### config.mk
export PLATFORM = sky130hd
export DESIGN_NAME = move_special_seq
export DESIGN_NICKNAME = d
export VERILOG_FILES = /design/src/rtl/move_special_seq_pkg.sv /design/src/rtl/mss_src_decode.sv /design/src/rtl/move_special_seq.sv
export SDC_FILE = /design/constraint.sdc
export NUM_CORES = 1
export LEC_CHECK = 0
export ABC_AREA = 1
export CAP_MARGIN = 10
export CORE_UTILIZATION = 45
export DETAILED_ROUTE_END_ITERATION = 10
export PLACE_DENSITY = 0.78
export SLEW_MARGIN = 20
export SYNTH_ARGS = -nofsm -noshare
export SYNTH_HDL_FRONTEND = slang
export SYNTH_HIERARCHICAL = 1
export SYNTH_SLANG_ARGS = --single-unit
### constraint.sdc
create_clock -name clk_i -period 1.5 [get_ports clk_i]
set_input_delay 0.3 -clock clk_i [delete_from_list [all_inputs] [get_ports clk_i]]
set_output_delay 0.3 -clock clk_i [all_outputs]
set_load 0.01 [all_outputs]
### src/rtl/move_special_seq_pkg.sv
// Shared state encoding, error codes and default opcode constants for the
// move-from-special fetch/execute sequencer.
package move_special_seq_pkg;

    localparam int         OPW_DEF      = 5;
    localparam logic [4:0] OPC_MFHI_DEF = 5'b11000;
    localparam logic [4:0] OPC_MFLO_DEF = 5'b11001;
    localparam logic [4:0] OPC_IN_DEF   = 5'b10110;
    localparam int         TMO_W_DEF    = 4;

    localparam logic [1:0] ERR_OK      = 2'b00;
    localparam logic [1:0] ERR_ILLEGAL = 2'b01;
    localparam logic [1:0] ERR_TIMEOUT = 2'b10;

    typedef enum logic [2:0] {
        ST_IDLE = 3'd0,
        ST_T0   = 3'd1,
        ST_T1   = 3'd2,
        ST_T2   = 3'd3,
        ST_T3   = 3'd4,
        ST_DONE = 3'd5,
        ST_ERR  = 3'd6
    } state_e;

endpackage

### src/rtl/mss_src_decode.sv
// Opcode to source-select decoder for the move-from-special class.
// The three source selects are kept one-hot even if two opcode constants collide.
module mss_src_decode
    import move_special_seq_pkg::*;
#(
    parameter int             OPW      = OPW_DEF,
    parameter logic [OPW-1:0] OPC_MFHI = OPC_MFHI_DEF,
    parameter logic [OPW-1:0] OPC_MFLO = OPC_MFLO_DEF,
    parameter logic [OPW-1:0] OPC_IN   = OPC_IN_DEF
) (
    input  logic [OPW-1:0] opcode_i,
    output logic           legal_o,
    output logic           hi_o,
    output logic           lo_o,
    output logic           in_o
);

    logic hit_hi;
    logic hit_lo;
    logic hit_in;

    assign hit_hi = (opcode_i == OPC_MFHI);
    assign hit_lo = (opcode_i == OPC_MFLO);
    assign hit_in = (opcode_i == OPC_IN);

    assign hi_o    = hit_hi;
    assign lo_o    = hit_lo & ~hit_hi;
    assign in_o    = hit_in & ~hit_hi & ~hit_lo;
    assign legal_o = hit_hi | hit_lo | hit_in;

endmodule

### src/rtl/move_special_seq.sv
// Fetch + move-from-special control sequencer: walks T0..T3, drives datapath
// strobes, with start/done handshake, memory-ready timeout and illegal-opcode exit.
module move_special_seq
    import move_special_seq_pkg::*;
#(
    parameter int             OPW      = OPW_DEF,
    parameter logic [OPW-1:0] OPC_MFHI = OPC_MFHI_DEF,
    parameter logic [OPW-1:0] OPC_MFLO = OPC_MFLO_DEF,
    parameter logic [OPW-1:0] OPC_IN   = OPC_IN_DEF,
    parameter int             TMO_W    = TMO_W_DEF,
    parameter int             FREE_RUN = 0
) (
    input  logic           clk_i,
    input  logic           rst_n_i,
    input  logic           start_i,
    input  logic           mem_ready_i,
    input  logic [OPW-1:0] opcode_i,
    output logic           pc_out_o,
    output logic           mar_enable_o,
    output logic           zlow_in_o,
    output logic           inc_pc_o,
    output logic           zlow_out_o,
    output logic           pc_enable_o,
    output logic           mdr_read_o,
    output logic           mdr_enable_o,
    output logic           mdr_out_o,
    output logic           ir_enable_o,
    output logic           gra_o,
    output logic           r_in_o,
    output logic           hi_out_o,
    output logic           lo_out_o,
    output logic           inport_out_o,
    output logic           busy_o,
    output logic           done_o,
    output logic [1:0]     err_code_o
);

    localparam logic [TMO_W-1:0] TMO_MAX  = '1;
    localparam logic [TMO_W-1:0] TMO_LAST = TMO_MAX - TMO_W'(1);

    state_e           state_q, state_d;
    logic [TMO_W-1:0] tmo_cnt_q, tmo_cnt_d;
    logic [1:0]       err_q, err_d;

    logic t0_q, t1_q, t2_q, t3_q;
    logic busy_q, done_q;

    logic src_legal, src_hi, src_lo, src_in;

    mss_src_decode #(
        .OPW      (OPW),
        .OPC_MFHI (OPC_MFHI),
        .OPC_MFLO (OPC_MFLO),
        .OPC_IN   (OPC_IN)
    ) u_src_decode (
        .opcode_i (opcode_i),
        .legal_o  (src_legal),
        .hi_o     (src_hi),
        .lo_o     (src_lo),
        .in_o     (src_in)
    );

    always_comb begin
        state_d   = state_q;
        tmo_cnt_d = tmo_cnt_q;
        err_d     = err_q;
        unique case (state_q)
            ST_IDLE: begin
                if (start_i) begin
                    state_d = ST_T0;
                end
            end
            ST_T0: begin
                state_d   = ST_T1;
                tmo_cnt_d = '0;
            end
            ST_T1: begin
                if (mem_ready_i) begin
                    state_d = ST_T2;
                end else begin
                    // Saturating wait counter; the last allowed wait cycle exits to ERR.
                    if (tmo_cnt_q != TMO_MAX) begin
                        tmo_cnt_d = tmo_cnt_q + TMO_W'(1);
                    end
                    if (tmo_cnt_q >= TMO_LAST) begin
                        state_d = ST_ERR;
                        err_d   = ERR_TIMEOUT;
                    end
                end
            end
            ST_T2: begin
                state_d = ST_T3;
            end
            ST_T3: begin
                if (src_legal) begin
                    state_d = ST_DONE;
                end else begin
                    state_d = ST_ERR;
                    err_d   = ERR_ILLEGAL;
                end
            end
            ST_DONE: begin
                state_d = (FREE_RUN != 0) ? ST_T0 : ST_IDLE;
            end
            ST_ERR: begin
                state_d = ST_IDLE;
            end
            default: begin
                state_d = ST_IDLE;
            end
        endcase
        if (state_d == ST_T0) begin
            err_d = ERR_OK;
        end
    end

    always_ff @(posedge clk_i or negedge rst_n_i) begin
        if (!rst_n_i) begin
            state_q   <= ST_IDLE;
            tmo_cnt_q <= '0;
            err_q     <= ERR_OK;
            t0_q      <= 1'b0;
            t1_q      <= 1'b0;
            t2_q      <= 1'b0;
            t3_q      <= 1'b0;
            busy_q    <= 1'b0;
            done_q    <= 1'b0;
        end else begin
            state_q   <= state_d;
            tmo_cnt_q <= tmo_cnt_d;
            err_q     <= err_d;
            t0_q      <= (state_d == ST_T0);
            t1_q      <= (state_d == ST_T1);
            t2_q      <= (state_d == ST_T2);
            t3_q      <= (state_d == ST_T3);
            busy_q    <= (state_d != ST_IDLE);
            done_q    <= (state_d == ST_DONE);
        end
    end

    assign pc_out_o     = t0_q;
    assign mar_enable_o = t0_q;
    assign zlow_in_o    = t0_q;
    assign inc_pc_o     = t0_q;

    // Exit-cycle strobes follow the live handshake so the PC loads exactly once.
    assign mdr_read_o   = t1_q;
    assign mdr_enable_o = t1_q;
    assign zlow_out_o   = t1_q & mem_ready_i;
    assign pc_enable_o  = t1_q & mem_ready_i;

    assign mdr_out_o    = t2_q;
    assign ir_enable_o  = t2_q;

    // The opcode only settles once the IR has loaded, i.e. during T3 itself.
    assign gra_o        = t3_q & src_legal;
    assign r_in_o       = t3_q & src_legal;
    assign hi_out_o     = t3_q & src_hi;
    assign lo_out_o     = t3_q & src_lo;
    assign inport_out_o = t3_q & src_in;

    assign busy_o       = busy_q;
    assign done_o       = done_q;
    assign err_code_o   = err_q;

endmodule

# --- Yosys cells after proc, flatten, opt, wreduce, memory -nomap -nowiden ---
# Index checks and enable logic that the tools add are counted.
totals:
  word_cells: 60
  register_bits: 15
  out_inout_bits: 19
  input_bits: 9
op_classes:
  order_cmp: 1
  bitwise_logic: 12
  eq_ne: 18
  n_reduce_logical: 6
  n_mux: 13
  n_addsub: 1
ops:
  columns: ["op", "n"]
  rows:
  - ["equality test 5 bit, second input constant", 3]
  - ["case mux 3 bit (5 select lines)", 1]
  - ["equality test 3 x 2 -> 1 bit, second input constant", 4]
  - ["two-way mux 2 bit", 5]
  - ["equality test 3 bit, second input constant", 3]
  - ["two-way mux 3 bit", 3]
  - ["!= test 3 bit, second input constant", 3]
  - ["AND 1 bit", 8]
  - ["two-way mux 4 bit", 2]
  - ["case mux 4 bit (2 select lines)", 1]
  - ["equality test 3 x 1 -> 1 bit, second input constant", 2]
  - ["nonzero test 3 bit", 2]
  - ["adder 4 x 1 -> 4 bit, second input constant", 1]
  - ["greater-or-equal comparator 4 bit, second input constant", 1]
  - ["!= test 2 bit, second input constant", 2]
  - ["!= test 4 bit, second input constant", 1]
  - ["case mux 2 bit (2 select lines)", 1]
  - ["AND reduction 4 bit", 1]
  - ["logical NOT 3 bit", 1]
  - ["AND reduction 3 bit", 1]
  - ["NOT 1 bit", 2]
  - ["bitwise OR 1 bit", 2]
  - ["nonzero test 2 bit", 1]

# --- Longest topological paths before layout ---
logic_depth:
  word_depth: 8
  depth_mapped: 8

# --- Modules after synthesis ---
# The synthesis kept the hierarchy.
by_module_without_submodules:
  columns: ["mod", "instances", "area_each_um2", "cells_per_inst"]
  rows:
  - ["move_special_seq", 1, 837.1, 100]
  - ["mss_src_decode", 1, 62.6, 15]

# --- Least setup slack after synthesis ---
# No wires, ideal clock.
synth_path:
  path_type: "register to register"
  startpoint: "register tmo_cnt_q[0]"
  endpoint: "register busy_q (netlist: busy_o)"
  arrival_time_ns: 1.052
  path_stages_with_launch: 9
  slack_ns: 0.330
  required_time_ns: 1.381
  cell_sequence: "dfrtp_1 > inv_1 > ha_1 > nor2_1 > nor2_1 > nand3_1 > nand2_1 > inv_1 > nand2_1"
synth_via:
  elab_chain_len: 5
synth_rtl:
  columns: ["element", "line_no", "rtl"]
  rows:
  - ["from (decl)", "move_special_seq.sv:42", "logic [TMO_W-1:0] tmo_cnt_q, tmo_cnt_d;"]
  - ["from (signal assigned)", "move_special_seq.sv:130", "tmo_cnt_q <= tmo_cnt_d;"]
  - ["greater-or-equal comparator 4 bit", "move_special_seq.sv:85", "if (tmo_cnt_q >= TMO_LAST) begin"]
  - ["two-way mux 3 bit", "move_special_seq.sv:85", null]
  - ["two-way mux 3 bit", "move_special_seq.sv:78", "if (mem_ready_i) begin"]
  - ["case mux 3 bit (5 select lines)", "move_special_seq.sv:67", "unique case (state_q)"]
  - ["via state_d[2]", "move_special_seq.sv:41", "state_e state_q, state_d;"]
  - ["nonzero test 3 bit", "move_special_seq.sv:136", "busy_q <= (state_d != ST_IDLE);"]
  - ["to (signal assigned)", "move_special_seq.sv:136", null]
  - ["to (decl)", "move_special_seq.sv:46", "logic busy_q, done_q;"]
# The timed path passes the listed nets, and every way through them passes these cells.
# A chain may end at the register's enable or synchronous reset.

# --- Worst setup path after layout ---
layout_path:
  startpoint: "register busy_q (netlist: busy_o)"
  endpoint: "output busy_o"
layout_lines:
  columns: ["element", "line_no", "rtl"]
  rows:
  - ["to (decl)", "move_special_seq.sv:33", "output logic busy_o,"]
# No word-level cell between the ends.

==> impl_metrics.yaml <==
clock_tree:
  hold_buffers: 0
  path_clk_slew_ns: 0.09
  cts_buffer_depth: 2
  numCtsBuffers: 3
  clk_latency_ns: 0.29
  htree_levels: 1
  root_buffer: "clkbuf_4"
  cts.sinks: 15
  cts_tree: "built"
grt:
  antenna_found_initial: 0
  grt_overflow: 0
  grt_pass1_wl_mm: 3.056
  grt_max_degree: 16
  grt_pass1_vias: 722
  grt_usage_pct: 20.57
worst_hold_path:
  hp-class: "input pin to async pin"
route:
  vias: 794
  wl_per_cell_um: 11.38
  drt-pass1-iter-count: 4
  first_iter_violations: 15
  final_antenna_net_count: 0
  viasPerCell: 4.671
  drcViolationCount: 0
  totalWireLength_mm: 1.935
floorplanning:
  num_rows: 15
  fp.dieW_um: 46.71
  dieArea_um2: 2182
  ios: 28
  start_util_pct: 49.93
  die_y_um: 46.71
  core-area_um2: 1802
sta:
  finClkSkew_ns: 0.003439
  final.min_clock_period_ns: 1.460
  slew_viol_final: 0
  post-route-period-util_pct: 97.30
  tightest_slew_ns: 0.2665
  finalHoldViolations: 0
  whs_ns: 0.3110
  slew_headroom_pct: 82.24
  finalSetupViolations: 0
  finalSetupTns_ns: 0
  fmax_mhz: 685.2
critical_path:
  crit_required_ns: 1.20
  crit_path_start_kind: "register"
  cp.arrival_ns: 1.16
  cp_slowest_cell: "clkdlybuf4s50_1"
  worstSetupEndpointType: "output pin"
  timing.rr.start: "tmo_cnt_q[0]$_DFFE_PN0P_"
  path_delay_family: "buffers and inverters"
  worstSetupPathType: "register to output pin"
  cpPeakStageDelay_ns: 0.53
  path_cells: "clkdlybuf4s50_1"
  startpoint: "busy_o$_DFF_PN0_"
  cp_max_fo: 1
  path_buf_inv: 1
status:
  status: "finished, final reports clean"
cells_and_area:
  final_area_um2: 1210
  nNetsFinal: 157
  layout_commonest_cell: "nand2_1"
  n_fill_cell: 157
  final_core_util_pct: 67.15
  area_growth_pct: 34.49
  final_cell_mix: "nand2_1 (25), inv_1 (19), dfrtp_1 (15), nand3_1 (10), nor2_1 (9)"
  drive_above_1_share_pct: 25.52
  diodes: 0
synth:
  syn_area_um2: 899.6
  synth_compound_area_share_pct: 0.5563
  synth_warnings: 6
  ys_seq_area_share_pct: 41.72
  ys_seq_elements: 15
  synthSimpleGateAreaFrac_pct: 38.11
  syn_inst: 115
  synthAdderAreaFrac_pct: 2.782
  synth_fp_nets: 126
  synthMuxAreaShare_pct: 0
  syn_area_per_cell_um2: 7.823
  synth_top_family_by_area: "simple AND/OR/NAND/NOR gates"
  ys_types: 19
  synth_xor_area_share_pct: 0.9736
power:
  ir_worst_vdd_mv: 1.076
  total_power_mw: 1.816
  p_per_area_nw_per_um2: 1501
  leakagePower_nw: 0.7744
placement:
  hpwl_mm: 1.401
  place_area_um2: 1179
  place.gp.congestion: 0.8707
  portBuffers: 27
job:
  drv_cap: 0
==> final cells by class <==
cell class,count,area (um^2),share of cell area [%]
Tap cell,25,31.28,2.585
Sequential cell,15,375.4,31.02
Clock buffer,4,26.28,2.172
Timing Repair Buffer,33,290.3,23.99
Inverter,24,90.09,7.446
Multi-Input combinational cell,69,396.6,32.78
==> cell usage after synthesis <==
master    instances  share of area, %
nor2_4            1               1.3
inv_1            21               8.8
dfrtp_1          15                42
nand4_1           1              0.70
nor2_1           11               4.6
inv_2             3               1.3
nand3_4           1               1.9
xnor2_1           1              0.97
a21oi_1           1              0.56
nor2_2            3               2.1
nor3_1            1              0.56
nand3_2           5               5.6
buf_4             7               5.8
nand2_4           2               2.5
ha_1              2               2.8
nand3_1          11               6.1
nand2_1          27                11
nand2_2           1              0.70
nand3b_1          1              0.83
==> state kept, by name, summed over array words and instances (netlist names) <==
register	cells
busy_o	1
ir_enable_o	1
inc_pc_o	1
done_o	1
mdr_enable_o	1
err_code_o	2
state_q	3
tmo_cnt_q	4
t3_q	1
==> power by group <==
group / internal (mW) / leakage, nW / switching [mW]
Sequential: 0.527 / 0.198 / 0.134
Clock: 0.104 / 0.0150 / 0.135
Combinational: 0.371 / 0.561 / 0.545
Total: 1.00 / 0.774 / 0.814
==> repair_timing <==
| item | in CTS | in global routing |
|---|---|---|
| pin swaps | 4 | 7 |
| gates cloned | 0 | 0 |
| hold endpoints to repair | 0 | 0 |
| buffers inserted | 2 | 1 |
| gates resized for setup | 29 | 17 |
| endpoints found under the setup margin | 13 | 11 |
==> final timing paths <==
check	depth (start not counted)	end	slack [ns]
min in group clk_i	2	err_code_o[1]$_DFFE_PN0P_	0.53
worst min-delay path	2	tmo_cnt_q[2]$_DFFE_PN0P_	0.31
worst max register to register	8	busy_o$_DFF_PN0_	0.19
worst min register to register	2	err_code_o[1]$_DFFE_PN0P_	0.53
worst max-delay path	1	busy_o	0.04
max in group asynchronous	2	err_code_o[0]$_DFFE_PN0P_	1.02
==> layer usage <==
layer | share of wire (%) | GRT usage [%] | vias up | wire (um)
met4 | 2.0 | 8.571 | 0 | 38
li1 | - | - | 404 | -
met1 | 43 | 23.95 | 368 | 835
met3 | 3.9 | 4.706 | 5 | 76
met2 | 51 | 36.11 | 17 | 985
met5 | 0 | 0 | - | 0
==> kinds of logic after synthesis <==
group / after synthesis
buffers and inverters: 31
xor gates and xnor gates: 1
AOI/OAI and AO/OA: 1
DFF: 15
adders and majority gates: 2
and+or+nand+nor: 65
==> stage by stage <==
stage | std cells | setup WS, ns
2_1_floorplan | 115 | 0.3295
3_3_place_gp | 164 | -0.5000
3_5_place_dp | 164 | -0.5679
4_1_cts | 170 | 0.0002437
5_1_grt | 170 | -0.001899
6_report | 170 | 0.04047
(Power assumes the default switching activity.)
